### config.mk
export PLATFORM = sky130hd
export DESIGN_NAME = multicycle_ctrl
export DESIGN_NICKNAME = d
export VERILOG_FILES = /design/src/rtl/arm_ctrl_pkg.sv /design/src/rtl/alu_dec.sv /design/src/rtl/multicycle_ctrl.sv
export SDC_FILE = /design/constraint.sdc
export NUM_CORES = 1
export LEC_CHECK = 0
export ABC_CLOCK_PERIOD_IN_PS = 3900
export CAP_MARGIN = 20
export CORE_AREA = 2 2 39 41
export CTS_CLUSTER_SIZE = 20
export DETAILED_ROUTE_END_ITERATION = 10
export DIE_AREA = 0 0 41 43
export DONT_BUFFER_PORTS = 1
export HOLD_SLACK_MARGIN = 0.15
export PLACE_DENSITY = 0.76
export SLEW_MARGIN = 25
export SYNTH_ARGS = -nofsm -noshare
export SYNTH_HDL_FRONTEND = slang
export SYNTH_SLANG_ARGS = --single-unit
### constraint.sdc
create_clock -name clk -period 3.9 [get_ports clk]
set_input_delay 0.39 -clock clk [delete_from_list [all_inputs] [get_ports clk]]
set_output_delay 0.39 -clock clk [all_outputs]
set_load 0.01 [all_outputs]
### src/rtl/arm_ctrl_pkg.sv
// ---------------------------------------------------------------------------
// arm_ctrl_pkg
// Shared definitions for the multicycle ARM control unit:
//   - ctrl_state_t : controller FSM states (LINKWB only exists when
//                    BRANCH_LINK_EN is defined)
//   - ALU_*        : 3-bit ALU operation encodings driven on ALUControl
//   - OP_*         : instruction class codes from instruction bits [27:26]
//   - CMD_*        : data-processing command codes from Funct[4:1]
//   - is_cmp / is_known : command classification helpers
// ---------------------------------------------------------------------------
package arm_ctrl_pkg;

    typedef enum logic [3:0] {
        S_FETCH,
        S_DECODE,
        S_EXECR,
        S_EXECI,
        S_ALUWB,
        S_MEMADR,
        S_MEMRD,
        S_MEMWB,
        S_MEMWR,
`ifdef BRANCH_LINK_EN
        S_BRANCH,
        S_LINKWB
`else
        S_BRANCH
`endif
    } ctrl_state_t;

    localparam logic [2:0] ALU_ADD   = 3'b000;
    localparam logic [2:0] ALU_SUB   = 3'b001;
    localparam logic [2:0] ALU_AND   = 3'b010;
    localparam logic [2:0] ALU_ORR   = 3'b011;
    localparam logic [2:0] ALU_EOR   = 3'b100;
    localparam logic [2:0] ALU_PASSB = 3'b101;

    localparam logic [1:0] OP_DP  = 2'b00;
    localparam logic [1:0] OP_MEM = 2'b01;
    localparam logic [1:0] OP_BR  = 2'b10;

    localparam logic [3:0] CMD_AND = 4'b0000;
    localparam logic [3:0] CMD_EOR = 4'b0001;
    localparam logic [3:0] CMD_SUB = 4'b0010;
    localparam logic [3:0] CMD_ADD = 4'b0100;
    localparam logic [3:0] CMD_TST = 4'b1000;
    localparam logic [3:0] CMD_TEQ = 4'b1001;
    localparam logic [3:0] CMD_CMP = 4'b1010;
    localparam logic [3:0] CMD_CMN = 4'b1011;
    localparam logic [3:0] CMD_ORR = 4'b1100;
    localparam logic [3:0] CMD_MOV = 4'b1101;

    // Compare-class commands update flags but never write a register.
    function automatic logic is_cmp(input logic [3:0] cmd);
        return (cmd == CMD_TST) || (cmd == CMD_TEQ) ||
               (cmd == CMD_CMP) || (cmd == CMD_CMN);
    endfunction

    // Commands the datapath implements; anything else runs as a harmless
    // ADD with every architectural write suppressed.
    function automatic logic is_known(input logic [3:0] cmd);
        return (cmd == CMD_AND) || (cmd == CMD_EOR) || (cmd == CMD_SUB) ||
               (cmd == CMD_ADD) || (cmd == CMD_ORR) || (cmd == CMD_MOV) ||
               is_cmp(cmd);
    endfunction

endpackage

### src/rtl/alu_dec.sv
// ---------------------------------------------------------------------------
// alu_dec
// Combinational ALU decoder for data-processing instructions.
// Ports:
//   funct   [4:0] in  : Funct[4:1] command code, Funct[0] S bit
//   exec          in  : controller is in EXECR/EXECI (and not in reset)
//   condex        in  : condition passed for the current instruction
//   alu_op  [2:0] out : ALU operation (ADD whenever exec is low)
//   flag_w  [1:0] out : flag write enables, bit1 = NZ, bit0 = CV
// ---------------------------------------------------------------------------
module alu_dec
    import arm_ctrl_pkg::*;
(
    input  logic [4:0] funct,
    input  logic       exec,
    input  logic       condex,
    output logic [2:0] alu_op,
    output logic [1:0] flag_w
);

    logic [3:0] cmd;
    logic [2:0] dec_op;
    logic       addsub;
    logic       flag_nz;

    assign cmd = funct[4:1];

    always_comb begin
        dec_op = ALU_ADD;
        addsub = 1'b0;
        case (cmd)
            CMD_ADD, CMD_CMN: begin dec_op = ALU_ADD; addsub = 1'b1; end
            CMD_SUB, CMD_CMP: begin dec_op = ALU_SUB; addsub = 1'b1; end
            CMD_AND, CMD_TST: dec_op = ALU_AND;
            CMD_ORR:          dec_op = ALU_ORR;
            CMD_EOR, CMD_TEQ: dec_op = ALU_EOR;
            CMD_MOV:          dec_op = ALU_PASSB;
            default:          dec_op = ALU_ADD;
        endcase
    end

    // Only arithmetic ops produce meaningful C/V, so the CV group rides on
    // the NZ enable qualified by the ADD/SUB class.
    assign flag_nz = exec & condex & is_known(cmd) & (funct[0] | is_cmp(cmd));
    assign flag_w  = {flag_nz, flag_nz & addsub};
    assign alu_op  = exec ? dec_op : ALU_ADD;

endmodule

### src/rtl/multicycle_ctrl.sv
// ---------------------------------------------------------------------------
// multicycle_ctrl
// Multicycle FSM control unit for the ARM datapath. Sequences
// FETCH/DECODE/EXECUTE/MEMORY/WRITEBACK over a shared memory port with a
// MemReady handshake. Outputs are decoded from the state register and
// qualified combinationally by Funct, Rd, CondEx and MemReady.
//
// Optional feature macro: BRANCH_LINK_EN
//   defined   : BL (Op=10, Funct[4]=1) adds a LINKWB state and LinkSel port
//   undefined : Funct[4] ignored for branches, BL runs as plain B
//
// Parameters:
//   ALU_CTRL_W : ALUControl width (>= 3, upper bits driven zero)
//   FLAGW_W    : FlagW width (>= 2, bit1 = NZ, bit0 = CV)
// Ports:
//   clk, reset (async, active-low)
//   Op[1:0], Funct[5:0], Rd[3:0]  : instruction register fields
//   CondEx, MemReady              : condition result, memory handshake
//   IRWrite, AdrSrc, ALUSrcA, ALUSrcB, ResultSrc, ImmSrc, RegSrc,
//   ALUControl, FlagW, PCWrite, RegW, MemW : datapath controls
//   Illegal                       : one-cycle pulse on Op=11
//   LinkSel (BRANCH_LINK_EN only) : select PC-4 as R14 write data
// ---------------------------------------------------------------------------
module multicycle_ctrl
    import arm_ctrl_pkg::*;
#(
    parameter int ALU_CTRL_W = 3,
    parameter int FLAGW_W    = 2
)
(
    input  logic                  clk,
    input  logic                  reset,
    input  logic [1:0]            Op,
    input  logic [5:0]            Funct,
    input  logic [3:0]            Rd,
    input  logic                  CondEx,
    input  logic                  MemReady,
    output logic                  IRWrite,
    output logic                  AdrSrc,
    output logic [1:0]            ALUSrcA,
    output logic [1:0]            ALUSrcB,
    output logic [1:0]            ResultSrc,
    output logic [1:0]            ImmSrc,
    output logic [1:0]            RegSrc,
    output logic [ALU_CTRL_W-1:0] ALUControl,
    output logic [FLAGW_W-1:0]    FlagW,
    output logic                  PCWrite,
    output logic                  RegW,
    output logic                  MemW,
`ifdef BRANCH_LINK_EN
    output logic                  LinkSel,
`endif
    output logic                  Illegal
);

    if (ALU_CTRL_W < 3) begin : g_bad_alu_ctrl_w
        $error("multicycle_ctrl: ALU_CTRL_W must be >= 3");
    end
    if (FLAGW_W < 2) begin : g_bad_flagw_w
        $error("multicycle_ctrl: FLAGW_W must be >= 2");
    end

    ctrl_state_t state_q, state_d;
    logic [3:0]  cmd;
    logic        cmp_cls;
    logic        known;
    logic        rd15;
    logic        exec;
    logic [2:0]  alu_op;
    logic [1:0]  flag_w;

    assign cmd     = Funct[4:1];
    assign cmp_cls = is_cmp(cmd);
    assign known   = is_known(cmd);
    assign rd15    = (Rd == 4'd15);

    // Qualifying with reset keeps ALUControl/FlagW at zero while held in reset.
    assign exec = reset & ((state_q == S_EXECR) || (state_q == S_EXECI));

    alu_dec u_alu_dec (
        .funct  (Funct[4:0]),
        .exec   (exec),
        .condex (CondEx),
        .alu_op (alu_op),
        .flag_w (flag_w)
    );

    assign ALUControl = ALU_CTRL_W'(alu_op);
    assign FlagW      = FLAGW_W'(flag_w);

    always_ff @(posedge clk or negedge reset) begin
        if (!reset) state_q <= S_FETCH;
        else        state_q <= state_d;
    end

    always_comb begin
        state_d   = state_q;
        IRWrite   = 1'b0;
        AdrSrc    = 1'b0;
        ALUSrcA   = 2'd0;
        ALUSrcB   = 2'd0;
        ResultSrc = 2'd0;
        ImmSrc    = 2'd0;
        RegSrc    = 2'd0;
        PCWrite   = 1'b0;
        RegW      = 1'b0;
        MemW      = 1'b0;
        Illegal   = 1'b0;
`ifdef BRANCH_LINK_EN
        LinkSel   = 1'b0;
`endif
        // Reset is asserted asynchronously; gating here forces every control
        // low immediately so an aborted instruction leaves no partial write.
        if (reset) begin
            case (state_q)
                S_FETCH: begin
                    ALUSrcA   = 2'd1;
                    ALUSrcB   = 2'd2;
                    ResultSrc = 2'd2;
                    if (MemReady) begin
                        IRWrite = 1'b1;
                        PCWrite = 1'b1;
                        state_d = S_DECODE;
                    end
                end
                S_DECODE: begin
                    ALUSrcA   = 2'd1;
                    ALUSrcB   = 2'd2;
                    ResultSrc = 2'd2;
                    case (Op)
                        OP_DP:   state_d = Funct[5] ? S_EXECI : S_EXECR;
                        OP_MEM:  state_d = S_MEMADR;
                        OP_BR:   state_d = S_BRANCH;
                        default: begin
                            Illegal = 1'b1;
                            state_d = S_FETCH;
                        end
                    endcase
                end
                S_EXECR: begin
                    state_d = S_ALUWB;
                end
                S_EXECI: begin
                    ALUSrcB = 2'd1;
                    state_d = S_ALUWB;
                end
                S_ALUWB: begin
                    // Unimplemented commands also must not redirect the PC.
                    RegW    = CondEx & known & ~cmp_cls & ~rd15;
                    PCWrite = CondEx & known & ~cmp_cls & rd15;
                    state_d = S_FETCH;
                end
                S_MEMADR: begin
                    ALUSrcB = 2'd1;
                    ImmSrc  = 2'd1;
                    state_d = Funct[0] ? S_MEMRD : S_MEMWR;
                end
                S_MEMRD: begin
                    AdrSrc = 1'b1;
                    if (MemReady) state_d = S_MEMWB;
                end
                S_MEMWB: begin
                    ResultSrc = 2'd1;
                    RegW      = CondEx & ~rd15;
                    PCWrite   = CondEx & rd15;
                    state_d   = S_FETCH;
                end
                S_MEMWR: begin
                    AdrSrc = 1'b1;
                    RegSrc = 2'b10;
                    MemW   = CondEx;
                    // A failed condition never starts the bus write, so
                    // there is nothing to wait for.
                    if (MemReady || !CondEx) state_d = S_FETCH;
                end
                S_BRANCH: begin
                    ALUSrcB   = 2'd1;
                    ImmSrc    = 2'd2;
                    RegSrc    = 2'b01;
                    ResultSrc = 2'd2;
                    PCWrite   = CondEx;
`ifdef BRANCH_LINK_EN
                    state_d   = Funct[4] ? S_LINKWB : S_FETCH;
`else
                    state_d   = S_FETCH;
`endif
                end
`ifdef BRANCH_LINK_EN
                S_LINKWB: begin
                    RegW    = CondEx;
                    LinkSel = 1'b1;
                    state_d = S_FETCH;
                end
`endif
                default: state_d = S_FETCH;
            endcase
        end
    end

endmodule

* Yosys cells after proc, flatten, opt, wreduce, memory -nomap -nowiden *
Cells that the tools add are included.

word-level totals
  memories = 0
  latch bits = 0
  bits in read-only memories = 0
  memory bits (writable) = 0
  flip-flop bits (word level) = 4
  output and inout bits = 21

operators by class
  add/subtract/negate cells = 0
  shift operators = 0
  order comparisons = 0
  divide/modulo/power cells = 0
  equal/unequal tests = 24
  multiply operators = 0
  multiplexer cells = 34
  bitwise gates (word level) = 14
  reductions and logical operators = 26

operator list
  cell                count
  $eq 4x4->1 const B  9
  $pmux 4 s6          1
  $eq 4x3->1 const B  5
  $mux 1              16
  $mux 4              4
  $pmux 2 s2          4
  $pmux 3 s5          1
  $eq 4x2->1 const B  3
  $pmux 4 s3          1
  $reduce_or 2->1     6
  $and 1x1->1         11
  $logic_or 1x1->1    11
  $reduce_or 3->1     3
  $eq 4x1->1 const B  2
  $logic_not 4->1     2
  $mux 2              4
  $ne 2x2->1 const B  3
  $pmux 1 s4          1
  $reduce_and 4->1    1
  $reduce_or 4->1     1
  $mux 3              1
  $eq 2x1->1 const B  1
  $eq 2x2->1 const B  1
  $logic_not 2->1     1
  other kinds (4)     5

* Longest topological paths before layout *
  depth after elaboration = 12
  gate-level depth with buffers = 6
  mapped depth without buffers = 6

* Cells and area by module *
From an unflattened synthesis, not the netlist that was laid out.

unflattened totals
  cells, all modules = 98
  area, all modules = 758.2 sq um

modules (own cells, without submodules)
  module           cells each  area each (sq um)  seq. area each (sq um)  instances
  multicycle_ctrl  83          640.6              100.1                   1
  alu_dec          15          117.6              0.0                     1

* Least setup slack after synthesis *
No wires, ideal clock.

  path type = register -> output
  start = reg state_q[3]
  end = out ALUControl[2]
  arrival time = 1263 ps
  path buffers = 1
  stages on the path, launching flop included = 5
  setup slack = 2247 ps
  path through = dfrtp_1 > buf_2 > nor2_1 > nand3_1 > nor4b_1

on the way
  longest elaborated chain between the ends = 4

ends and longest elaborated chain
  what                    line                   RTL
  from (decl)             multicycle_ctrl.sv:63  ctrl_state_t state_q, state_d;
  from (signal assigned)  multicycle_ctrl.sv:93  else state_q <= state_d;
  $eq 4x2->1              multicycle_ctrl.sv:78  assign exec = reset & ((state_q == S_EXECR) || (state_q == S_EXECI));
  $logic_or 1x1->1 (*)    multicycle_ctrl.sv:78
  $and 1x1->1 (*)         multicycle_ctrl.sv:78
  $mux 3 (*)              alu_dec.sv:46          assign alu_op = exec ? dec_op : ALU_ADD;
  to (decl)               multicycle_ctrl.sv:45  output logic [ALU_CTRL_W-1:0] ALUControl,

Mark *: on every way between the ends. The rest lies on a longest branch, timed or not.

* Worst setup path after layout *
  start = reg state_q[3]
  end = out Illegal

on the way
  longest elaborated chain between the ends = 3

ends and longest elaborated chain
  what        line                    RTL
  $eq 4x1->1  multicycle_ctrl.sv:115  case (state_q)
  $mux 1      multicycle_ctrl.sv:115
  $mux 1      multicycle_ctrl.sv:114  if (reset) begin
  to (decl)   multicycle_ctrl.sv:53   output logic Illegal

Every way passes these cells.

==> results.txt <==
The run finished with clean final reports. For the floorplan die area, the log shows 0.00176 mm². Cell seen most often among critical-path stages: sky130_fd_sc_hd__nor2_1. The worst flop-to-flop path startpoint was state_q[1]. The region available for standard cell placement spans 0.00138 mm². The number of buffers inserted during clock tree synthesis is 3, and the chip width is 41 µm. The final setup skew was 0.00118 ns; the total of endpoints with negative setup slack in the final report was 0. The count of input and output buffers was 0; the area growth from synthesis to layout was -0.335%.

The logs give 0 for the number of antenna violations at the first check in global routing and 0 for the number of hold violations in the final report. The largest stage delay on the critical path is 0.56 ns. The fraction of the cycle the final worst path needs is 56.8%, and the final-stage net count is 119. STA classifies the critical path startpoint as a register.

The number of instances in the synthesized netlist came out at 102. The number of placed instances, taps included, is 108. The level count of the clock H-tree is 1. For the critical path data arrival time, the log shows 1.83 ns.

The largest register by flop count was state_q. By startpoint and endpoint, the worst setup path is classified as register to output port. Using the TritonRoute via totals, the vias-per-cell ratio works out to 6.26. The overall power was 0.000399 W; the number of flip-flops in the largest register was 4.

The number of setup buffers added after CTS is 0. The wire length of the first global-routing pass is 2570 µm. The number of warnings printed during yosys synthesis was 0. Traced cell by cell, the critical path runs through nor2_1 > nand2_1 > nor2_1 > and3_1. The chip height is 43 µm. Setup repair after global routing left no endpoint under its margin. The clock transition at the registers of the reported paths was 0.04 ns; the mean cell area of the mapped netlist was 7.32 µm². The clock tree root driver cell is sky130_fd_sc_hd__clkbuf_4. Synthesis produced a netlist with a net count of 123.

Once the floorplan was initialized, standard cells occupied 54.0% of the core. On the critical path, the stage with the largest delay is an instance of sky130_fd_sc_hd__dfrtp_1. Leaving out filler cells and counting taps, the final layout contains 112.

Once layout is complete, the utilization of the core stands at 53.8%. The floorplan has 14 rows. The run gives 0.333 mV as the worst vdd rail ir drop. The remaining max-slew budget at the tightest pin is 60.5%, and the max-capacitance violation count is 0. The run gives 5 as the length of the first detailed-routing pass in iterations. The worst-case clock buffer depth came out at 2. Tracing the worst setup path back leads to its startpoint at state_q[3].

In the final routed layout, each cell accounts on average for 14.6 µm. 37 I/O pins were placed. The minimum clock period was 2.22 ns; the maximum clock rate was 451 MHz. Data required time of the critical path: 3.51 ns. Once detail routing completed, the nets flagged for antenna violations numbered 0. For this block, the initial DRC count from the detailed router was 15.

Transition time at the pin with the least slew margin: 0.584 ns. For the total count of max-transition violations in the final report, the log shows 0. Power spread over the standard cell area amounts to 536 mW/mm².

For the number of global-route vias before repair, the log shows 614. Routability-driven placement finished with a final weighted congestion of 0.794. For the leakage power figure, the log shows 0.306 nW.

For this design, the sink count on the clock tree is 4. The synthesized design contains 4 register bits. The tools report the DRC violations left as 0. In this run the most critical hold path is launched from reset.

The tools report the proportion of synthesized chip area in sequential cells as 13.4%. The logs give 0.390 ns for the worst slack on hold paths and 0.22 ns for the worst-skew pair later-pin latency. The total overflow left after global routing is 0.

Summed over all layers, the routed wires come to 1640 µm. Of all nets on the critical path, the largest fanout is 17. The number of distinct library cells after synthesis was 40; the fraction of layout instances using a drive strength above 1 was 11.5%. STA classifies the critical path endpoint as an output port. Across all layers, the routed design uses 701 vias.

TritonCTS built the clock tree. The number of antenna diodes in the final layout is 0. Post-synth design cell area: 747 µm². The run gives 1270 µm as the HPWL after detailed placement. The run gives 0 ns as the post-route setup TNS. For this run, the total global-route usage over all layers was measured as 19.9%.

Entering global routing, the biggest net connects 18 pins. The largest registers in the layout are state_q (4). The worst min-delay path category is input pin to register.
## per-stage QoR
step	setup slack, ns	cell area (µm²)
floorplan	2.25	747
global placement	1.99	712
detailed placement	1.95	712
CTS	1.71	744
global route	1.56	744
finish	1.68	744
## synth_stat cells, drive strengths merged
| master | n | share of area [%] |
|---|---|---|
| or4 | 1 | 1.0 |
| mux2i | 1 | 1.3 |
| o22a | 1 | 1.2 |
| nor3 | 2 | 1.3 |
| and2 | 1 | 0.84 |
| conb | 1 | 0.50 |
| a31oi | 2 | 1.7 |
| nor4 | 1 | 0.84 |
| o41ai | 1 | 1.2 |
| nand3 | 2 | 1.3 |
| a21oi | 8 | 5.4 |
| o31ai | 2 | 3.9 |
| a32oi | 1 | 1.2 |
| o21ai | 5 | 3.3 |
| a211oi | 1 | 1.0 |
| nand3b | 1 | 1.0 |
| nor2b | 6 | 6.0 |
| clkbuf | 2 | 1.0 |
| o2111a | 1 | 1.5 |
| and4b | 2 | 2.7 |
| nand4 | 3 | 2.5 |
| nor2 | 8 | 4.0 |
| nand2 | 9 | 4.5 |
| inv | 4 | 2.0 |
| nor4b | 1 | 1.2 |
| ha | 5 | 8.4 |
| a211o | 1 | 1.2 |
| and3 | 2 | 1.7 |
| a22oi | 1 | 1.7 |
| buf | 8 | 6.4 |
| nand2b | 4 | 3.3 |
| xor2 | 2 | 2.3 |
| dfrtp | 4 | 13 |
| or2 | 2 | 1.7 |
| nor3b | 2 | 2.0 |
| a21boi | 1 | 1.0 |
| mux2 | 3 | 4.5 |
## final timing paths
kind | endpoint | slack, ns | cells past startpoint
max in group asynchronous | state_q[3] | 3.29 | 1
min in group asynchronous | state_q[1] | 0.44 | 1
min | state_q[0] | 0.39 | 2
max | Illegal | 1.68 | 4
min reg2reg | state_q[0] | 0.76 | 2
max reg2reg | state_q[3] | 2.12 | 4
## timing repair
action                    4_1_cts  5_1_grt
gates resized for setup         0        0
hold buffers                    1        0
hold endpoints to repair        4        0
## worst max-delay path, delay by kind of cell, from the launching register on
family        cells  cell delay, ns
simple gates      4            1.04
flops             1            0.56
## cell type report
type                       instances  area [µm²]
fill                             127         639
tap                               16        20.0
clock buffer                       3        22.5
timing repair buffer               1        10.0
multi-input combinational         84         577
sequential                         4         100
inverter                           4        15.0
## power breakdown
group	total [W]	internal, W	switching (W)
clock network	0.0000476	0.0000342	0.0000134
registers	0.000130	0.0000578	0.0000725
logic	0.000221	0.0000970	0.000124
total	0.000399	0.000189	0.000210
## cell usage in the layout (no fill, tap or decap), types with 2 or more instances in the layout
| cell | count |
|---|---|
| sky130_fd_sc_hd__inv_1 | 4 |
| sky130_fd_sc_hd__nor2b_1 | 5 |
| sky130_fd_sc_hd__ha_1 | 5 |
| sky130_fd_sc_hd__o21ai_0 | 5 |
| sky130_fd_sc_hd__xor2_1 | 2 |
| sky130_fd_sc_hd__nand3_1 | 2 |
| sky130_fd_sc_hd__clkbuf_4 | 3 |
| sky130_fd_sc_hd__and3_1 | 2 |
| sky130_fd_sc_hd__or2_2 | 2 |
| sky130_fd_sc_hd__nor3_1 | 2 |
| sky130_fd_sc_hd__nor2_1 | 8 |
| sky130_fd_sc_hd__nand2b_1 | 4 |
| sky130_fd_sc_hd__nor3b_1 | 2 |
| sky130_fd_sc_hd__nand4_1 | 3 |
| sky130_fd_sc_hd__a31oi_1 | 2 |
| sky130_fd_sc_hd__and4b_1 | 2 |
| sky130_fd_sc_hd__nand2_1 | 9 |
| sky130_fd_sc_hd__a21oi_1 | 8 |
| sky130_fd_sc_hd__dfrtp_1 | 4 |
| sky130_fd_sc_hd__mux2_2 | 3 |
## kinds of logic after synthesis
group | Yosys count | share of synthesized area, %
xor+xnor | 2 | 2.35
other cells | 1 | 0.502
flops | 4 | 13.4
simple gates | 47 | 36.0
compound gates | 25 | 24.1
fa+ha+maj | 5 | 8.38
mux | 4 | 5.86
buf+inv | 14 | 9.38
## metal layers
layer	track usage (%)	wire length, µm	up-vias
li1	-	-	353
met1	28.5	682	322
met2	30.9	818	26
met3	4.19	139	0
met4	2.00	0	0
met5	0	0	-
(Power assumes the default switching activity.)
